File: src/rtl/pipeline_stall_ctrl_pkg.sv
// Shared types and defaults for the pipeline stall/flush controller.
// Holds the FSM state encoding and the per-stage control bundle.
package pipeline_stall_ctrl_pkg;

    localparam int DEFAULT_CNT_W    = 32;
    localparam int DEFAULT_MAX_WAIT = 255;
    localparam int DEFAULT_WAIT_W   = 8;

    typedef enum logic [1:0] {
        RUN      = 2'd0,
        MEM_WAIT = 2'd1,
        ERROR    = 2'd2
    } stallState_e;

    typedef struct packed {
        logic pcWrite;
        logic ifidWrite;
        logic ifidFlush;
        logic idexWrite;
        logic idexFlush;
        logic exmemWrite;
        logic memwbWrite;
    } stageCtrl_t;

    // Every latch advances, nothing is cleared.
    localparam stageCtrl_t CTRL_RUN = '{
        pcWrite: 1'b1, ifidWrite: 1'b1, ifidFlush: 1'b0, idexWrite: 1'b1,
        idexFlush: 1'b0, exmemWrite: 1'b1, memwbWrite: 1'b1
    };

    localparam stageCtrl_t CTRL_HOLD = '{
        pcWrite: 1'b0, ifidWrite: 1'b0, ifidFlush: 1'b0, idexWrite: 1'b0,
        idexFlush: 1'b0, exmemWrite: 1'b0, memwbWrite: 1'b0
    };

    // During reset the front latches are cleared so the pipe restarts empty.
    localparam stageCtrl_t CTRL_RESET = '{
        pcWrite: 1'b0, ifidWrite: 1'b0, ifidFlush: 1'b1, idexWrite: 1'b0,
        idexFlush: 1'b1, exmemWrite: 1'b0, memwbWrite: 1'b0
    };

endpackage

File: src/rtl/pipeline_stall_ctrl_perf_counter.sv
// Free-running event counter: synchronous clear, +1 per enabled cycle,
// wraps modulo 2^CNT_W.
module pipeline_stall_ctrl_perf_counter #(
    parameter int CNT_W = 32
) (
    input  logic             clk_i,
    input  logic             clear_i,
    input  logic             inc_i,
    output logic [CNT_W-1:0] count_o
);

    always_ff @(posedge clk_i) begin
        if (clear_i) begin
            count_o <= '0;
        end else if (inc_i) begin
            count_o <= count_o + CNT_W'(1);
        end
    end

endmodule

File: src/rtl/pipeline_stall_ctrl.sv
// Resolves memory freeze, load-use hazard and branch flush requests into
// per-stage write/flush controls, with perf counters and a memory watchdog.
module pipeline_stall_ctrl
    import pipeline_stall_ctrl_pkg::*;
#(
    parameter int CNT_W    = DEFAULT_CNT_W,
    parameter int MAX_WAIT = DEFAULT_MAX_WAIT,
    parameter int WAIT_W   = DEFAULT_WAIT_W
) (
    input  logic             clk_i,
    input  logic             rst_i,
    input  logic             noOpSignal_i,
    input  logic             stallSignal_i,
    input  logic             PCWriteSignal_i,
    input  logic             branchFlush_i,
    input  logic             memReq_i,
    input  logic             memAck_i,
    output logic             pcWrite_o,
    output logic             ifidWrite_o,
    output logic             ifidFlush_o,
    output logic             idexWrite_o,
    output logic             idexFlush_o,
    output logic             exmemWrite_o,
    output logic             memwbWrite_o,
    output logic [CNT_W-1:0] loadStallCnt_o,
    output logic [CNT_W-1:0] memStallCnt_o,
    output logic [CNT_W-1:0] flushCnt_o,
    output logic             timeout_o,
    output logic [1:0]       dbgState_o
);

    // Memory handshake: memReq_i is a level held by the EX/MEM instruction
    // until the cycle memAck_i is high; that ack cycle completes the access
    // and is not frozen. Req+ack in one cycle is a single-cycle access.

    stallState_e       state, nextState;
    logic [WAIT_W-1:0] waitCnt, nextWait, stepWait;
    logic              timeoutQ, nextTimeout;
    stageCtrl_t        ctrl;
    logic              freeze, loadUse;
    logic              frozenCycle, loadCycle, flushCycle;

    assign freeze  = memReq_i && !memAck_i;
    assign loadUse = noOpSignal_i || stallSignal_i || !PCWriteSignal_i;

    always_comb begin
        ctrl        = CTRL_RUN;
        nextState   = state;
        nextWait    = waitCnt;
        stepWait    = '0;
        nextTimeout = timeoutQ;
        frozenCycle = 1'b0;
        loadCycle   = 1'b0;

        case (state)
            RUN, MEM_WAIT: begin
                if (freeze) begin
                    ctrl        = CTRL_HOLD;
                    frozenCycle = 1'b1;
                    stepWait    = (state == RUN) ? WAIT_W'(1) : waitCnt + WAIT_W'(1);
                    nextWait    = stepWait;
                    if (stepWait == WAIT_W'(MAX_WAIT)) begin
                        nextState   = ERROR;
                        nextTimeout = 1'b1;
                    end else begin
                        nextState = MEM_WAIT;
                    end
                end else begin
                    // Ack or dropped request both end any wait in progress.
                    nextState = RUN;
                    nextWait  = '0;
                    if (loadUse) begin
                        loadCycle      = 1'b1;
                        ctrl.pcWrite   = PCWriteSignal_i;
                        ctrl.ifidWrite = !stallSignal_i;
                        ctrl.idexFlush = noOpSignal_i;
                    end else if (branchFlush_i) begin
                        ctrl.ifidFlush = 1'b1;
                    end
                end
            end
            default: begin
                ctrl = CTRL_HOLD;
            end
        endcase

        if (rst_i) begin
            ctrl        = CTRL_RESET;
            frozenCycle = 1'b0;
            loadCycle   = 1'b0;
        end
    end

    always_ff @(posedge clk_i) begin
        if (rst_i) begin
            state    <= RUN;
            waitCnt  <= '0;
            timeoutQ <= 1'b0;
        end else begin
            state    <= nextState;
            waitCnt  <= nextWait;
            timeoutQ <= nextTimeout;
        end
    end

    assign flushCycle = ctrl.ifidFlush && !rst_i;

    pipeline_stall_ctrl_perf_counter #(.CNT_W(CNT_W)) perfLoadStall (
        .clk_i   (clk_i),
        .clear_i (rst_i),
        .inc_i   (loadCycle),
        .count_o (loadStallCnt_o)
    );

    pipeline_stall_ctrl_perf_counter #(.CNT_W(CNT_W)) perfMemStall (
        .clk_i   (clk_i),
        .clear_i (rst_i),
        .inc_i   (frozenCycle),
        .count_o (memStallCnt_o)
    );

    pipeline_stall_ctrl_perf_counter #(.CNT_W(CNT_W)) perfFlush (
        .clk_i   (clk_i),
        .clear_i (rst_i),
        .inc_i   (flushCycle),
        .count_o (flushCnt_o)
    );

    assign pcWrite_o    = ctrl.pcWrite;
    assign ifidWrite_o  = ctrl.ifidWrite;
    assign ifidFlush_o  = ctrl.ifidFlush;
    assign idexWrite_o  = ctrl.idexWrite;
    assign idexFlush_o  = ctrl.idexFlush;
    assign exmemWrite_o = ctrl.exmemWrite;
    assign memwbWrite_o = ctrl.memwbWrite;
    assign timeout_o    = timeoutQ;
    assign dbgState_o   = state;

endmodule

File: config.mk
export PLATFORM = sky130hd
export DESIGN_NAME = pipeline_stall_ctrl
export DESIGN_NICKNAME = d
export VERILOG_FILES = /design/src/rtl/pipeline_stall_ctrl_pkg.sv /design/src/rtl/pipeline_stall_ctrl_perf_counter.sv /design/src/rtl/pipeline_stall_ctrl.sv
export SDC_FILE = /design/constraint.sdc
export NUM_CORES = 1
export LEC_CHECK = 0
export CAP_MARGIN = 20
export CORE_UTILIZATION = 45
export CTS_CLUSTER_DIAMETER = 120
export DETAILED_ROUTE_END_ITERATION = 10
export PLACE_DENSITY = 0.85
export SYNTH_ARGS = -nofsm -noshare
export SYNTH_HDL_FRONTEND = slang
export SYNTH_SLANG_ARGS = --single-unit
File: constraint.sdc
create_clock -name clk_i -period 2.1 [get_ports clk_i]
set_input_delay 0.63 -clock clk_i [delete_from_list [all_inputs] [get_ports clk_i]]
set_output_delay 0.63 -clock clk_i [all_outputs]
set_load 0.01 [all_outputs]
==> impl_metrics.py <==
metrics = {
    "status": {
        "status": "finished clean",
    },
    "yosys": {
        "ys_seq_area_frac": 0.4174,
        "synthCells": 605,
        "synth_cell_types": 51,
        "syn_nets": 617,
        "synth-edff-count": 0,
        "synth_area_leaders": "dfxtp_1 (42%), xor2_1 (8.0%), nor2_1 (6.4%), nand4_1 (4.8%), xnor2_1 (4.1%)",
        "synth_warnings": 0,
        "synthesis.area_mm2": 0.005132,
        "ys_seq_elements": 107,
        "async_reset_ff_frac": 0,
        "yosysTopAreaCellShare": 0.4174,
        "synth.most_common_cell": "dfxtp_1",
        "netlist_top_cells_count": "dfxtp_1 (107), nor2_1 (88), xor2_1 (47), nand4_1 (39), nand3_1 (35)",
        "synthFlopType": "dfxtp_1",
        "yosys.area.top_type": "dfxtp_1",
        "avgSynthCellArea_um2": 8.483,
    },
    "setup_path": {
        "critical_path_class": "in2reg",
        "worstPathRequired_ns": 2.39,
        "r2r_start": "dbgState_o[1]",
        "cp.arrival_ns": 2.38,
        "startpoint_type": "input pin",
        "ff2ff_path_depth": 6,
        "ff2ff_setup_slack_ns": 0.04,
        "cp_max_fo": 6,
        "reg2reg_to": "perfMemStall.count_o[29]",
        "critPathCaptureType": "register",
    },
    "routing": {
        "via_per_inst": 5.554,
        "wl_per_cell_um": 15.52,
        "wl_mm": 14.29,
        "drtPass1Iterations": 6,
        "antenna_left": 0,
        "drt_iter0_drc": 218,
        "drcViolationCount": 0,
        "vias": 5115,
    },
    "global_routing": {
        "use_met3": 0.05918,
        "antenna_found_initial": 0,
        "grt_pass1_vias": 4949,
        "met2_usage": 0.4272,
        "gr-usage-met1": 0.2908,
        "busiest_layer": "met2",
        "grt_use_total": 0.2442,
        "grt_max_degree": 56,
        "grt.overflow.total": 0,
        "grt_pass1_wl_mm": 22.98,
    },
    "sta": {
        "finalSetupTns_ns": 0,
        "final-setup-viol-count": 0,
        "slew_headroom": 0.6197,
        "rsz0062_at_grt": "yes",
        "clock_skew_ns": 0.005657,
        "slew_violations": 0,
        "hold_violations": 0,
        "period_minus_slack_ns": 2.087,
        "timing.fmax_mhz": 479.1,
        "worstMarginPinSlew_ns": 0.5704,
        "period_share": 0.9939,
    },
    "power_and_ir_drop": {
        "power_w": 0.003826,
        "p_seq_frac": 0.536,
        "p_sw_w": 0.0008323,
        "power_frac_comb": 0.055,
        "pwr-share-clk": 0.409,
        "power_density_mw_per_mm2": 521.1,
        "p_int_w": 0.002994,
        "max-vdd-ir-drop_v": 0.0003621,
        "power_leakage_nw": 2.618,
        "swShare": 0.2175,
    },
    "placement": {
        "dpl-instance-area_mm2": 0.006807,
        "place_congestion": 0.8298,
        "dpl.hpwl_mm": 9.987,
        "portBuffers": 113,
    },
    "die": {
        "rows": 38,
        "start_util": 0.4673,
        "core_area_mm2": 0.01098,
        "die_h_um": 108.8,
        "dieWidth_um": 108.8,
        "die-area_mm2": 0.01184,
        "io_pins": 114,
    },
    "worst_hold_path": {
        "holdCritPathClass": "reg2reg",
        "holdPathEnd": "timeout_o",
        "hold_path_depth": 2,
        "worstHoldStart": "timeout_o",
    },
    "finish": {
        "area_growth_pct": 43.05,
        "fillers": 920,
        "n_antenna_cell": 0,
        "fin_area_mm2": 0.007342,
        "nets": 790,
        "drive_gt1_frac": 0.1869,
    },
    "clock_network": {
        "clk_pin_slew_worst_paths_ns": 0.07,
        "clock-sinks": 107,
        "clk_latency_ns": 0.34,
        "numCtsBuffers": 9,
        "cts_max_level": 3,
        "root_buffer": "clkbuf_16",
        "ctsLongestPathBuffers": 2,
        "tritoncts": "built",
    },
    "flow_run": {
        "cap_violations": 0,
    },
}
## kinds of logic (layout without fill, tap and decap cells)
family / count (synthesis) / count (layout) / share of synthesized area
simple gates: 303 / 303 / 0.3267
mux: 3 / 3 / 0.006338
xor+xnor: 71 / 71 / 0.1212
compound gates: 69 / 69 / 0.08118
buf+inv: 48 / 224 / 0.03754
flops: 107 / 107 / 0.4174
fa+ha+maj: 4 / 4 / 0.009752
## sequential cells by signal, summed over array words and instances (netlist names)
name                   cells
perfFlush.count_o         32
perfLoadStall.count_o     32
perfMemStall.count_o      32
waitCnt                    8
dbgState_o                 2
timeout_o                  1
## metal layers
layer	vias up	wire length, um
met3	23	910
met1	2440	5842
met2	165	7322
met5	-	0
li1	2487	-
met4	0	218
## how the worst max path moves through the flow
stage / start / to / slack (ns) / depth (start not counted)
after detailed placement: PCWriteSignal_i / ifidFlush_o / -0.87 / 6
final: memAck_i / perfMemStall.count_o[29] / 0.01 / 7
after global routing: memAck_i / perfMemStall.count_o[29] / -0.05 / 7
after floorplan: rst_i / perfFlush.count_o[26] / -0.09 / 6
after global placement: memReq_i / idexFlush_o / -0.85 / 6
after CTS: memAck_i / perfMemStall.count_o[25] / -0.02 / 7
## final cells by class
| cell class | instances | area, um^2 | share of cell area |
|---|---|---|---|
| Inverter | 18 | 67.56 | 0.009202 |
| Sequential cell | 107 | 2152 | 0.2931 |
| Clock buffer | 12 | 256.5 | 0.03494 |
| Multi-Input combinational cell | 450 | 2935 | 0.3998 |
| Timing Repair Buffer | 192 | 1743 | 0.2374 |
| Clock inverter | 2 | 12.51 | 0.001704 |
| Tap cell | 140 | 175.2 | 0.02386 |
## per-stage QoR
stage | utilization | std cells | hold slack, ns | setup WS, ns
3_5_place_dp | 0.6197 | 894 | 0.4723 | -0.8666
3_3_place_gp | 0.6197 | 894 | 0.4589 | -0.8530
6_report | 0.6685 | 921 | 0.4846 | 0.01271
2_1_floorplan | - | 605 | 0.4738 | -0.08641
5_1_grt | 0.6685 | 921 | 0.5093 | -0.04947
4_1_cts | 0.6588 | 917 | 0.4856 | -0.01500
## critical path, cell delays in order
cell	delay, ns
buf_8	0.10
buf_6	0.12
or4b_4	0.57
nor4_4	0.21
nand3_2	0.20
or4_4	0.47
nand2_2	0.07
## power groups by stage
| stage | Clock (W) | Combinational, W | Sequential (W) |
|---|---|---|---|
| finish | 0.00157 | 0.000210 | 0.00205 |
| detailed placement | 0 | 0.000185 | 0.00210 |
| global route | 0.00168 | 0.000225 | 0.00205 |
| floorplan | 0 | 0.0000852 | 0.00210 |
| CTS | 0.00160 | 0.000201 | 0.00205 |
| global placement | 0 | 0.000181 | 0.00210 |
## layout by cell type, fill, tap and decap left out, types with 4 or more instances in the layout
master,count
dfxtp_1,101
clkdlybuf4s50_1,99
nor2_1,85
buf_4,70
xor2_1,47
nand4_1,39
nand3_1,34
nand2_1,33
xnor2_1,24
a21oi_1,22
o21ai_0,20
inv_1,18
and3_1,13
and4_1,13
buf_6,11
or3_1,10
nor4_1,9
nor3_1,9
o31ai_1,9
clkbuf_16,9
and2_1,7
or4_1,7
nor2b_1,5
buf_2,5
dfxtp_2,5
a22o_1,4
ha_1,4
## timing repair
item | in CTS | in global routing
pin swaps | 11 | 11
setup buffers | 9 | 3
setup endpoints to repair | 66 | 46
resized for setup | 70 | 26
hold buffers | 0 | 0
cloned | 0 | 1
Note: power is estimated with default switching activity, not from simulation.
